===== config.mk =====
export PLATFORM = sky130hd
export DESIGN_NAME = wr_err_responder
export DESIGN_NICKNAME = d
export VERILOG_FILES = /design/src/rtl/wr_err_responder.sv
export SDC_FILE = /design/constraint.sdc
export NUM_CORES = 1
export LEC_CHECK = 0
export ABC_AREA = 0
export CELL_PAD_IN_SITES_DETAIL_PLACEMENT = 1
export CELL_PAD_IN_SITES_GLOBAL_PLACEMENT = 1
export CORE_UTILIZATION = 23
export CTS_BUF_LIST = sky130_fd_sc_hd__clkbuf_4
export CTS_CLUSTER_SIZE = 8
export DETAILED_ROUTE_END_ITERATION = 7
export PLACE_DENSITY = 0.94
export SYNTH_ARGS = -nofsm -noshare
export SYNTH_HDL_FRONTEND = slang
export SYNTH_SLANG_ARGS = --single-unit

===== constraint.sdc =====
create_clock -name clk_i -period 4.68 [get_ports clk_i]
set_input_delay 0.936 -clock clk_i [delete_from_list [all_inputs] [get_ports clk_i]]
set_output_delay 0.936 -clock clk_i [all_outputs]
set_load 0.02 [all_outputs]

===== src/rtl/wr_err_responder.sv =====
`default_nettype none
// ============================================================================
// Module  : wr_err_responder
// Brief   : AXI write-channel front end that isolates the slave on a guard
//           reset request and answers further writes locally with SLVERR.
// Revision: 1.0 - initial release
// ============================================================================

package wr_err_responder_pkg;

    localparam int unsigned ID_WIDTH   = 4;
    localparam int unsigned ADDR_WIDTH = 32;
    localparam int unsigned DATA_WIDTH = 32;

    typedef logic [ID_WIDTH-1:0] id_t;

    typedef struct packed {
        id_t                   id;
        logic [ADDR_WIDTH-1:0] addr;
        logic [7:0]            len;
        logic [2:0]            size;
        logic [1:0]            burst;
    } aw_chan_t;

    typedef struct packed {
        logic [DATA_WIDTH-1:0]   data;
        logic [DATA_WIDTH/8-1:0] strb;
        logic                    last;
    } w_chan_t;

    typedef struct packed {
        id_t        id;
        logic [1:0] resp;
    } b_chan_t;

    typedef struct packed {
        aw_chan_t aw;
        logic     aw_valid;
        w_chan_t  w;
        logic     w_valid;
        logic     b_ready;
    } req_t;

    typedef struct packed {
        logic    aw_ready;
        logic    w_ready;
        b_chan_t b;
        logic    b_valid;
    } rsp_t;

endpackage

module wr_err_responder #(
    parameter int unsigned MaxWrTxns   = 32,
    parameter int unsigned ErrCntWidth = 16,
    parameter type         req_t       = wr_err_responder_pkg::req_t,
    parameter type         rsp_t       = wr_err_responder_pkg::rsp_t,
    parameter type         id_t        = wr_err_responder_pkg::id_t
) (
    input  logic                   clk_i,
    input  logic                   rst_ni,
    input  logic                   reset_req_i,
    input  req_t                   mst_req_i,
    output rsp_t                   mst_rsp_o,
    output req_t                   slv_req_o,
    input  rsp_t                   slv_rsp_i,
    output logic                   wr_en_o,
    output logic                   isolated_o,
    output logic [ErrCntWidth-1:0] err_cnt_o
);

    localparam int unsigned            c_pend_w      = $clog2(MaxWrTxns + 1);
    localparam logic [c_pend_w-1:0]    c_pend_max    = c_pend_w'(MaxWrTxns);
    localparam logic [c_pend_w-1:0]    c_pend_one    = c_pend_w'(1);
    localparam logic [ErrCntWidth-1:0] c_cnt_one     = ErrCntWidth'(1);
    localparam logic [1:0]             c_resp_slverr = 2'b10;

    typedef enum logic [1:0] {
        PASS     = 2'd0,
        ERR_IDLE = 2'd1,
        ERR_W    = 2'd2,
        ERR_B    = 2'd3
    } state_t;

    state_t                 r_state;
    state_t                 w_state_nxt;
    logic [c_pend_w-1:0]    r_w_pend;
    logic [ErrCntWidth-1:0] r_err_cnt;
    id_t                    r_err_id;
    logic                   r_isolated;

    logic w_iso;
    logic w_full;
    logic w_pend_nz;
    logic w_aw_fwd;
    logic w_aw_err;
    logic w_w_dec;
    logic w_b_done;
    req_t w_slv_req;
    rsp_t w_mst_rsp;

    assign w_iso     = reset_req_i | (r_state != PASS);
    assign w_full    = (r_w_pend == c_pend_max);
    assign w_pend_nz = (r_w_pend != '0);

    assign w_aw_fwd  = ~w_iso & mst_req_i.aw_valid & slv_rsp_i.aw_ready & ~w_full;
    assign w_aw_err  = (r_state == ERR_IDLE) & ~w_pend_nz & mst_req_i.aw_valid;
    // Only bursts of forwarded AWs are tracked; locally terminated bursts see w_pend == 0.
    assign w_w_dec   = mst_req_i.w_valid & w_mst_rsp.w_ready & mst_req_i.w.last & w_pend_nz;
    assign w_b_done  = (r_state == ERR_B) & mst_req_i.b_ready;

    always_comb begin
        w_slv_req = mst_req_i;
        w_mst_rsp = slv_rsp_i;
        if (!w_iso) begin
            w_slv_req.aw_valid = mst_req_i.aw_valid & ~w_full;
            w_mst_rsp.aw_ready = slv_rsp_i.aw_ready & ~w_full;
        end else begin
            w_slv_req.aw_valid = 1'b0;
            w_slv_req.w_valid  = 1'b0;
            w_slv_req.b_ready  = 1'b1;
            w_mst_rsp          = '0;
            case (r_state)
                ERR_IDLE: begin
                    if (w_pend_nz) begin
                        w_mst_rsp.w_ready = 1'b1;
                    end else begin
                        w_mst_rsp.aw_ready = 1'b1;
                    end
                end
                ERR_W: begin
                    w_mst_rsp.w_ready = 1'b1;
                end
                ERR_B: begin
                    w_mst_rsp.b_valid = 1'b1;
                    w_mst_rsp.b.id    = r_err_id;
                    w_mst_rsp.b.resp  = c_resp_slverr;
                end
                default: ;
            endcase
        end
    end

    always_comb begin
        w_state_nxt = r_state;
        case (r_state)
            PASS: begin
                if (reset_req_i) begin
                    w_state_nxt = ERR_IDLE;
                end
            end
            ERR_IDLE: begin
                if (!w_pend_nz) begin
                    if (mst_req_i.aw_valid) begin
                        w_state_nxt = ERR_W;
                    end else if (!reset_req_i) begin
                        w_state_nxt = PASS;
                    end
                end
            end
            ERR_W: begin
                if (mst_req_i.w_valid && mst_req_i.w.last) begin
                    w_state_nxt = ERR_B;
                end
            end
            ERR_B: begin
                if (mst_req_i.b_ready) begin
                    w_state_nxt = ERR_IDLE;
                end
            end
            default: w_state_nxt = PASS;
        endcase
    end

    always_ff @(posedge clk_i or negedge rst_ni) begin
        if (!rst_ni) begin
            r_state    <= PASS;
            r_w_pend   <= '0;
            r_err_cnt  <= '0;
            r_err_id   <= '0;
            r_isolated <= 1'b0;
        end else begin
            r_state    <= w_state_nxt;
            r_isolated <= w_iso;
            if (w_aw_fwd && !w_w_dec) begin
                r_w_pend <= r_w_pend + c_pend_one;
            end else if (w_w_dec && !w_aw_fwd) begin
                r_w_pend <= r_w_pend - c_pend_one;
            end
            if (w_aw_err) begin
                r_err_id <= mst_req_i.aw.id;
            end
            if (w_b_done && (r_err_cnt != '1)) begin
                r_err_cnt <= r_err_cnt + c_cnt_one;
            end
        end
    end

    assign mst_rsp_o  = w_mst_rsp;
    assign slv_req_o  = w_slv_req;
    assign wr_en_o    = w_aw_fwd;
    assign isolated_o = r_isolated;
    assign err_cnt_o  = r_err_cnt;

endmodule

`default_nettype wire


Word-level counts from Yosys, hierarchy flattened
Cells that the tools add are included.
{"block": "word_totals", "ramBits": 0, "romBits": 0, "out_inout_bits": 116, "n_memories": 0, "elab_cells": 62, "latchBits": 0, "reg_bits": 29}
{"block": "op_classes", "n_eq_ne": 10, "div": 0, "n_lt_le_gt_ge": 0, "n_reduce_logical": 11, "n_mux": 18, "n_addsub": 3, "multipliers": 0, "bitwise_logic": 15, "shift": 0}
{"op": "16-bit by 1-bit adder with 16-bit output (second input constant)", "n": 1}
{"op": "16-bit inequality test (second input constant)", "n": 1}
{"op": "2-bit 2-to-1 mux", "n": 7}
{"op": "6-bit 2-to-1 mux", "n": 2}
{"op": "1-bit AND", "n": 11}
{"op": "8-bit 2-to-1 mux", "n": 1}
{"op": "2-bit inequality test (second input constant)", "n": 4}
{"op": "2-bit one-hot mux with 4 select lines", "n": 1}
{"op": "7-bit 2-to-1 mux", "n": 1}
{"op": "6-bit by 1-bit adder with 6-bit output (second input constant)", "n": 1}
{"op": "6-bit equality test (second input constant)", "n": 1}
{"op": "6-bit nonzero test", "n": 1}
{"op": "6-bit by 1-bit subtractor with 6-bit output (second input constant)", "n": 1}
{"op": "1-bit 2-to-1 mux", "n": 5}
{"op": "5-bit AND reduction", "n": 1}
{"op": "2-bit equality test (second input constant)", "n": 2}
{"op": "1-bit logical AND", "n": 4}
{"op": "2-bit nonzero test", "n": 2}
{"op": "3-bit inequality test (second input constant)", "n": 1}
{"op": "1-bit NOT", "n": 3}
{"op": "2-bit by 1-bit equality test with 1-bit output (second input constant)", "n": 1}
{"op": "1-bit logical NOT", "n": 2}
{"op": "2-bit logical NOT", "n": 1}
{"op": "1-bit one-hot mux with 2 select lines", "n": 1}
{"op": "1-bit bitwise OR", "n": 1}

Depth between registers and ports, before layout
{"block": "logic_depth", "depth_word": 10, "ltp_mapped": 14}

Worst setup path before layout
OpenSTA, ideal clock, no wires.
{"block": "synth_timing", "path_type": "input to register", "from": "input port reset_req_i", "to": "register r_w_pend[5]", "cell_stages": 11, "t_required_ns": 4.554, "setup_ns": 0.126, "slack_ns": 1.190, "arrival_ns": 3.364, "path_cell_list": "nor2b_1 clkbuf_1 nand2_1 nor2_1 ha_1 inv_1 ha_1 or4_1 o211ai_1 nor3b_1 xnor2_1"}
{"block": "synth_between", "elab_chain_len": 8, "elab_cells_between_ends": 15, "classes_between": "2 x mux; 8 x bitwise; 5 x reduce/logical"}
{"element": "start, declared", "line": "62", "rtl": "input logic reset_req_i,"}
{"element": "1-bit bitwise OR *", "line": "102", "rtl": "assign w_iso = reset_req_i | (r_state != PASS);"}
{"element": "1-bit NOT *", "line": "106", "rtl": "assign w_aw_fwd = ~w_iso & mst_req_i.aw_valid & slv_rsp_i.aw_ready & ~w_full;"}
{"element": "1-bit AND * (3 in a row)", "line": "106"}
{"element": "named net wr_en_o", "line": "67", "rtl": "output logic wr_en_o,"}
{"element": "1-bit logical NOT", "line": "187", "rtl": "end else if (w_w_dec && !w_aw_fwd) begin"}
{"element": "1-bit logical AND", "line": "187"}
{"element": "2-bit nonzero test (no line)"}
{"element": "end signal, assigned", "line": "186", "rtl": "r_w_pend <= r_w_pend + c_pend_one;"}
{"element": "end signal, assigned", "line": "188", "rtl": "r_w_pend <= r_w_pend - c_pend_one;"}
{"element": "end, declared", "line": "87", "rtl": "logic [c_pend_w-1:0] r_w_pend;"}
Mark *: on every way through the listed nets, which the timed path passes. The rest lies on a longest branch.
A chain may end at the register's enable or synchronous reset.

==> results_dict.tcl <==
set metrics [dict create \
    cts-htree-levels 2 \
    max_cap_viol_count 0 \
    grt_pass1_vias 1749 \
    startpoint_type "primary input" \
    vias 1640 \
    rows 37 \
    grt_use_total_pct 10.2 \
    clockRootBuffer "clkbuf_4" \
    synthCells 262 \
    final_cell_mix "54 x clkdlybuf4s50_1, 29 x nand2_1, 29 x dfrtp_1" \
    synth_top_family_by_area "buffers and inverters" \
    postCtsSetupRepairBufs 0 \
    synth_xor_area_share_pct 6.87 \
    crit_fanout 11 \
    synth-simple-area-share_pct 19.1 \
    netlist_area_mm2 0.00242 \
    synthArstFlopShare_pct 100 \
    synth.distinct_cells 48 \
    nFillCells 1187 \
    ir_drop_uv 115 \
    wl_mm 5.40 \
    layout_commonest_cell "clkdlybuf4s50_1" \
    gr-total-overflow 0 \
    io-pin-count 217 \
    yosysSeqAreaShare_pct 29.9 \
    path_clk_slew_ns 0.09 \
    fmax_ghz 0.277 \
    clock_latency_ns 0.33 \
    cts.hold.buffers_added 0 \
    fp.dieW_um 105 \
    core_mm2 0.0103 \
    required_ns 3.74 \
    drv_slew 0 \
    drtAntennaViolNets 0 \
    synthMuxAreaShare_pct 4.23 \
    initial_core_util_pct 23.6 \
    outcome "completed" \
    slew_headroom_pct 58.7 \
    cts.sinks 29 \
    synth_edf_count 0 \
    worst_pin_slew_ns 0.614 \
    arrival_ns 2.68 \
    nets 348 \
    drt_iter0_drc 61 \
    fin_area_mm2 0.00254 \
    final.setup.tns_ns 0 \
    clock_skew_ns 0.00803 \
    chipHeight_um 105 \
    cts_tree "done" \
    synth_seq_cells 29 \
    fin_crit_sh_pct 77.2 \
    remaining_drc_errors 0 \
    synth-main-ff-cell "dfrtp_1" \
    timing_hold_violations_final 0 \
    viasPerCell 4.40 \
    syn_to_final_growth_pct 4.85 \
    setup_viol 0 \
    yosysWarnings 0 \
    cts_resized 0 \
    hp-class "flop to flop" \
    p_leak_nw 1.09 \
    synthAdderAreaFrac_pct 5.99 \
    final_util_pct 24.7 \
    synth_compound_area_share_pct 5.94 \
    grt_max_degree 30 \
    cts_inserted_buffers 5 \
    antenna_cells 0 \
    grt_setup_unrepaired "false" \
    antenna_found_initial 0 \
    clockBufferDepth 2 \
    gp_congestion 0.786 \
    syn_area_per_cell_um2 9.25 \
    layout-drive-gt1-share_pct 9.70 \
    wl_per_cell_um 14.5 \
    critPathKind "primary input to output pin" \
    cp-end-kind "output pin" \
    min_period_ns 3.61 \
    dpl_cell_area_mm2 0.00249 \
    p_per_area_mw_per_mm2 449 \
    synth.net_count 374 \
    dpl.hpwl_mm 4.21 \
    grt_pass1_wl_mm 9.00 \
    fp.dieArea_mm2 0.0110 \
    io_buffers 54 \
    dr.pass1.iters 4 \
]
==> registers in the layout, indices dropped and copies added, names as in the netlist <==
name	flops
err_cnt_o	16
isolated_o	1
r_err_id	4
r_state	2
r_w_pend	6
==> cells by family (layout without fill, tap and decap cells) <==
group,count (synthesis),count (layout)
simple gates,79,79
xor+xnor,19,19
compound gates,22,22
buf+inv,94,69
fa+ha+maj,11,11
mux,8,8
flops,29,29
==> per-stage QoR <==
step | instances | power, mW | hold WS [ns] | setup slack, ns
after CTS | 373 | 1.16 | 0.527 | 1.06
final | 373 | 1.14 | 0.522 | 1.07
after floorplan | 262 | 0.872 | 0.479 | 1.19
after global routing | 373 | 1.23 | 0.545 | 0.858
after global placement | 365 | 0.971 | 0.489 | 0.977
after detailed placement | 365 | 1.01 | 0.503 | 0.771
==> area by class of cell <==
class	count	area [um^2]	area share, %
sequential	29	726	28.6
tap	136	170	6.70
multi-input combinational	139	1020	40.2
clock buffer	5	37.5	1.48
clock inverter	3	12.5	0.492
timing repair buffer	56	556	21.9
inverter	5	18.8	0.739
==> layer usage <==
metal / wire length [um] / global-route usage [%]
met1: 2070 / 11.1
met2: 2740 / 17.6
met3: 396 / 2.56
met5: 0 / 0
met4: 196 / 6.44
==> critical path: stages <==
cell             delay, ns
clkdlybuf4s50_1       0.42
nor2b_1               0.19
buf_4                 0.21
nor2_1                0.05
a21oi_1               0.22
clkdlybuf4s50_1       0.65
==> cell usage after synthesis (all sizes together) (3+ instances only) <==
master / number / area, um^2
a21oi: 4 / 20.0
and2: 3 / 18.8
buf: 86 / 646
clkbuf: 3 / 12.5
dfrtp: 29 / 726
ha: 10 / 125
inv: 5 / 18.8
mux2: 6 / 82.6
nand2: 29 / 109
nand3: 9 / 45.0
nand4: 4 / 25.0
nor2: 5 / 35.0
nor3: 4 / 20.0
nor4: 5 / 46.3
o21ai: 7 / 35.0
xnor2: 7 / 61.3
xor2: 12 / 105
==> report_power, final <==
| part | internal [mW] | switching (mW) | leakage, nW |
|---|---|---|---|
| Combinational | 0.292 | 0.312 | 0.686 |
| Clock | 0.0542 | 0.0882 | 0.0300 |
| Sequential | 0.318 | 0.0756 | 0.371 |
| Total | 0.665 | 0.476 | 1.09 |
==> worst paths after layout <==
| path | startpoint | to | slack (ns) | depth (start not counted) |
|---|---|---|---|---|
| max | reset_req_i | mst_rsp_o[7] | 1.07 | 6 |
| min | r_err_id[3]$_DFFE_PN0P_ | r_err_id[3]$_DFFE_PN0P_ | 0.52 | 1 |
| max reg2reg | r_w_pend[0]$_DFFE_PN0P_ | r_w_pend[5]$_DFFE_PN0P_ | 1.21 | 11 |
| min reg2reg | r_err_id[3]$_DFFE_PN0P_ | r_err_id[3]$_DFFE_PN0P_ | 0.52 | 1 |
| max in group asynchronous | rst_ni | r_w_pend[5]$_DFFE_PN0P_ | 3.39 | 2 |
| min in group asynchronous | rst_ni | err_cnt_o[10]$_DFFE_PN0P_ | 1.00 | 2 |
(Power assumes the default switching activity.)
==> RTL change 1 (same settings) <==
Set the parameter `ErrCntWidth` to 32 (it was 16).
--- a/src/rtl/wr_err_responder.sv
+++ b/src/rtl/wr_err_responder.sv
@@ -53,5 +53,5 @@
 module wr_err_responder #(
     parameter int unsigned MaxWrTxns   = 32,
-    parameter int unsigned ErrCntWidth = 16,
+    parameter int unsigned ErrCntWidth = 32,
     parameter type         req_t       = wr_err_responder_pkg::req_t,
     parameter type         rsp_t       = wr_err_responder_pkg::rsp_t,
Ports: changed (resized err_cnt_o); port bits go from 217 to 233. The function was not compared with the original's and may differ.
==> RTL change 1 against the original RTL <==
  * Design area grew 38%
  * Worst hold slack lost 0.012 ns
  * Wire length grew 42%
  * Sequential share of layout area grew 3.5 points
  * Setup slack lost 0.071 ns
  * Combinational power shrank 7.8%
  * Clock power grew 40%
  * Power grew 12%
  * Sequential cell count grew 16
  * Die area grew 32%
  * Area after synthesis grew 32%
  * Critical endpoint is now wr_en_o
  * Largest cell class unchanged
  * Highest routed layer unchanged
==> RTL change 1: results (changes against the original RTL) <==
[outcome]
outcome=completed

[placed_design]
dp_hpwl_mm=6.05  ; +44%

[setup_path]
worstReg2RegStart=r_w_pend[1]
reg2regPathDepth=13  ; +2
crit_fanout=6  ; -5

[sta]
relSlewSlack_pct=54.7  ; -4.0 points
fin_skew_ns=0.0159  ; +0.00782 ns

[pwr]
p_leak_nw=1.51  ; +39%

[route]
first_iter_violations=87  ; +43%
num_vias=2170  ; +32%

[cells_and_area]
num-fill-cells=1552  ; +31%
drive_gt1_share_pct=8.46  ; -1.2 points
num-nets-final=431  ; +24%
largest_reg_flops=32  ; +16

[clocking]
clk_latency_ns=0.36  ; +0.03 ns
cts.clk_slew.worst_paths_ns=0.15  ; +0.06 ns

[global_routing]
grt_pass1_vias=2372  ; +36%
grt_pass1_wl_mm=12.5  ; +39%
globalRouteTotalUtil_pct=10.9  ; +0.72 points

[synth]
synth_nets=445  ; +19%
synthDistinctLibCells=42  ; -13%
synth_area_leaders=dfrtp_1 (35%), buf_4 (20%), xnor2_1 (7.1%), ha_1 (4.3%), nand2_1 (3.9%)
synth_common_cells=buf_4 (86), dfrtp_1 (45), nand2_1 (33)
async_flop_share_pct=100  ; unchanged

[min_path]
hold_path_end=err_cnt_o[6]
worstHoldStart=err_cnt_o[6]

-- RTL change 1: final cells by class --
| class | instances | area [um^2] | area share (%) |
|---|---|---|---|
| clock buffers | 5 | 37.5 | 1.07 |
| flip-flops and latches | 45 | 1130 | 32.0 |
| multi-input cells | 187 | 1370 | 39.1 |
| clock inverters | 3 | 21.3 | 0.605 |
| repair buffers | 72 | 711 | 20.2 |
| inverters | 7 | 26.3 | 0.748 |
| well taps | 176 | 220 | 6.27 |
-- RTL change 1: kinds of logic (layout without fill, tap and decap cells) --
| logic type | count (synthesis) | after routing | synth area share, % |
|---|---|---|---|
| adder cells (fa/ha/maj) | 12 | 12 | 4.91 |
| XOR/XNOR | 34 | 34 | 9.28 |
| AND/OR/NAND/NOR | 109 | 109 | 21.3 |
| buffers and inverters | 100 | 87 | 22.1 |
| AO/OA/AOI/OAI | 23 | 23 | 4.25 |
| multiplexers | 9 | 9 | 3.04 |
| flip-flops | 45 | 45 | 35.1 |
-- RTL change 1: routing by layer --
layer | up-vias | GRT usage [%] | routed length, um
met4 | 0 | 4.53 | 159
met5 | - | 0 | 0
met1 | 1072 | 12.5 | 3140
met3 | 22 | 3.47 | 577
met2 | 62 | 18.6 | 3780
li1 | 1014 | - | -
-- RTL change 1: how the worst max path moves through the flow --
stage                     start     endpoint  cells past startpoint
floorplan           reset_req_i  r_w_pend[5]                     12
global placement    reset_req_i  r_w_pend[5]                     13
detailed placement  reset_req_i  r_w_pend[5]                     13
CTS                 reset_req_i      wr_en_o                      6
global route        r_w_pend[1]  r_w_pend[5]                     13
finish              reset_req_i      wr_en_o                      6
-- RTL change 1: per-stage QoR --
step	utilization (%)	cell area [um^2]	setup slack, ns	hold WS [ns]	cells
after floorplan	-	3210	1.29	0.479	332
after global placement	25.8	3460	0.985	0.481	487
after detailed placement	25.8	3460	0.693	0.496	487
after CTS	26.2	3510	0.972	0.516	495
after global routing	26.2	3510	0.793	0.544	495
final	26.2	3510	0.998	0.510	495
-- RTL change 1: report_power, final --
group,switching (mW),internal (mW)
Sequential,0.0700,0.456
Combinational,0.294,0.264
Clock,0.139,0.0598
Total,0.503,0.779
==> RTL change 2 (same settings) <==
Without the edit above. Encoding of `state_t`: now one-hot (4 bits for 4 states).
--- a/src/rtl/wr_err_responder.sv
+++ b/src/rtl/wr_err_responder.sv
@@ -76,9 +76,9 @@
     localparam logic [1:0]             c_resp_slverr = 2'b10;
 
-    typedef enum logic [1:0] {
-        PASS     = 2'd0,
-        ERR_IDLE = 2'd1,
-        ERR_W    = 2'd2,
-        ERR_B    = 2'd3
+    typedef enum logic [3:0] {
+        PASS     = 4'b0001,
+        ERR_IDLE = 4'b0010,
+        ERR_W    = 4'b0100,
+        ERR_B    = 4'b1000
     } state_t;
 
Check against the original RTL: no difference found for any inputs over 10 cycles, from zero or initial values and one cycle with rst_ni low; not proved beyond that.
==> RTL change 2 against the original RTL <==
  * Die area increased by 1.3%
  * Wire length rose by 3.2%
  * Synthesized cell count shrank 0.38%
  * Worst hold slack better by 0.0016 ns
  * Design area rose by 2.1%
  * Setup slack worse by 0.25 ns
  * Sequential share of layout area increased by 1.4 points
  * Non-clock buffer count did not move
  * Power decreased by 8.9%
  * Area after synthesis grew 1.3%
  * Clock power grew 49%
  * Sequential power barely moved
  * Critical path depth stayed put
  * Sequential cell count up 2
  * Critical endpoint is now mst_rsp_o[8]
  * Highest routed layer unchanged
==> RTL change 2: results (changes against the original RTL) <==
[outcome]
outcome=completed

[route]
drt_wl_total_mm=5.58  ; +3.2%
num_vias=1668  ; +1.7%
wl_per_cell_um=15.1  ; +4.1%
first_iter_violations=46  ; -25%

[cells_and_area]
num-nets-final=341  ; -2.0%
num-fill-cells=1194  ; +0.59%
drive_gt1_share_pct=10.3  ; +0.55 points
diodes=0  ; unchanged

[sta]
fin_skew_ns=0.0174  ; +0.00934 ns
final-hold-violation-count=0  ; unchanged
relSlewSlack_pct=15.8  ; -43 points

[setup_path]
crit_fanout=14  ; +3
critPathArrivalTime_ns=2.93  ; +0.25 ns
startpoint=reset_req_i
max_stage_delay_ns=0.62  ; -0.03 ns
worstReg2RegStart=r_w_pend[0]
cpLargestDelayFamily=buffers and inverters

[synth]
synth.avg_cell_area_um2=9.41  ; +1.7%
synth_nets=369  ; -1.3%
synth_warnings=0  ; unchanged
synth_xor_area_share_pct=7.49  ; +0.63 points
synth_compound_area_share_pct=8.72  ; +2.8 points
synthDistinctLibCells=47  ; -2.1%
muxShareOfSynthArea_pct=3.36  ; -0.87 points
synth_common_cells=buf_4 (86), dfrtp_1 (30), xor2_1 (15)
ys_seq_area_share_pct=31.7  ; +1.7 points
synthAdderAreaFrac_pct=3.87  ; -2.1 points
synth_area_leaders=dfrtp_1 (31%), buf_4 (26%), xor2_1 (5.4%), ha_1 (3.1%), mux2_4 (2.4%)

[placed_design]
port_buffers=54  ; unchanged
place_area_um2=2510  ; +0.90%
dp_cells=362  ; -0.82%
pre_cts_slack_ns=0.563  ; -0.208 ns
globalplace.congestion=0.773  ; -1.5%
dp_hpwl_mm=4.36  ; +3.5%

[pwr]
p_leak_nw=1.09  ; +0.27%
vdd_drop_max_mv=0.123  ; +6.8%

[global_routing]
grt_pass1_vias=1819  ; +4.0%
grt_pass1_wl_mm=9.27  ; +3.0%
globalRouteTotalUtil_pct=10.3  ; +0.15 points
grt_max_degree=32  ; +6.7%

[clocking]
cts_htree_levels=2  ; unchanged
cts-root-buf=clkbuf_4
cts_resized=0  ; unchanged
cts_buffers=5  ; unchanged
clk_latency_ns=0.32
cts_setup_buffers=0  ; unchanged
cts.clk_slew.worst_paths_ns=0.09  ; about the same

[min_path]
worstHoldStart=r_err_id[2]

-- RTL change 2: changes by cell type in the layout (fill, tap and decap cells not counted), moves of 3 or more --
cell	change
a22o_1	+4
and3_1	+3
ha_1	-4
nand2_1	-15
nand3_1	-4
nand4_1	+4
nor2_1	+4
nor4_1	+4
xor2_1	+3
-- RTL change 2: metal layers --
| layer | part of all wire (%) | track usage [%] | vias to the layer above |
|---|---|---|---|
| met5 | 0 | 0 | - |
| met1 | 40 | 11.4 | 811 |
| met2 | 49 | 17.3 | 63 |
| li1 | - | - | 762 |
| met4 | 3.2 | 5.43 | 0 |
| met3 | 7.7 | 3.83 | 32 |
-- RTL change 2: path summary, 6_finish.rpt --
path,endpoint,slack (ns),depth (start not counted)
max,mst_rsp_o[8],0.82,6
min,r_err_id[2],0.52,1
max reg2reg,r_w_pend[5],1.12,11
min reg2reg,r_err_id[2],0.52,1
max in group asynchronous,r_state[0],3.34,2
min in group asynchronous,err_cnt_o[13],1.01,2
-- RTL change 2: per-stage QoR --
stage / util [%] / hold slack [ns]
final: 25.1 / 0.523
after global routing: 25.1 / 0.538
after CTS: 25.1 / 0.528
after detailed placement: 24.3 / 0.499
after global placement: 24.3 / 0.493
after floorplan: - / 0.479
-- RTL change 2: cell families after synthesis --
| family | count (synthesis) |
|---|---|
| AO/OA/AOI/OAI | 29 |
| multiplexers | 6 |
| buffers and inverters | 95 |
| AND/OR/NAND/NOR | 72 |
| flip-flops | 31 |
| adder cells (fa/ha/maj) | 7 |
| XOR/XNOR | 21 |
-- RTL change 2: area by class of cell --
cell class                 count  area, um^2  share of cell area (%)
sequential                    31         777                    29.9
inverter                       4        15.0                   0.579
multi-input combinational    135         996                    38.4
clock inverter                 3        43.8                    1.69
clock buffer                   5        37.5                    1.45
timing repair buffer          56         556                    21.4
tap                          136         170                    6.56
-- RTL change 2: report_power, final --
group	switching [mW]	leakage [nW]	internal (mW)	total, mW
logic	0.211	0.639	0.224	0.435
registers	0.0684	0.406	0.326	0.394
clock network	0.0981	0.0452	0.112	0.211
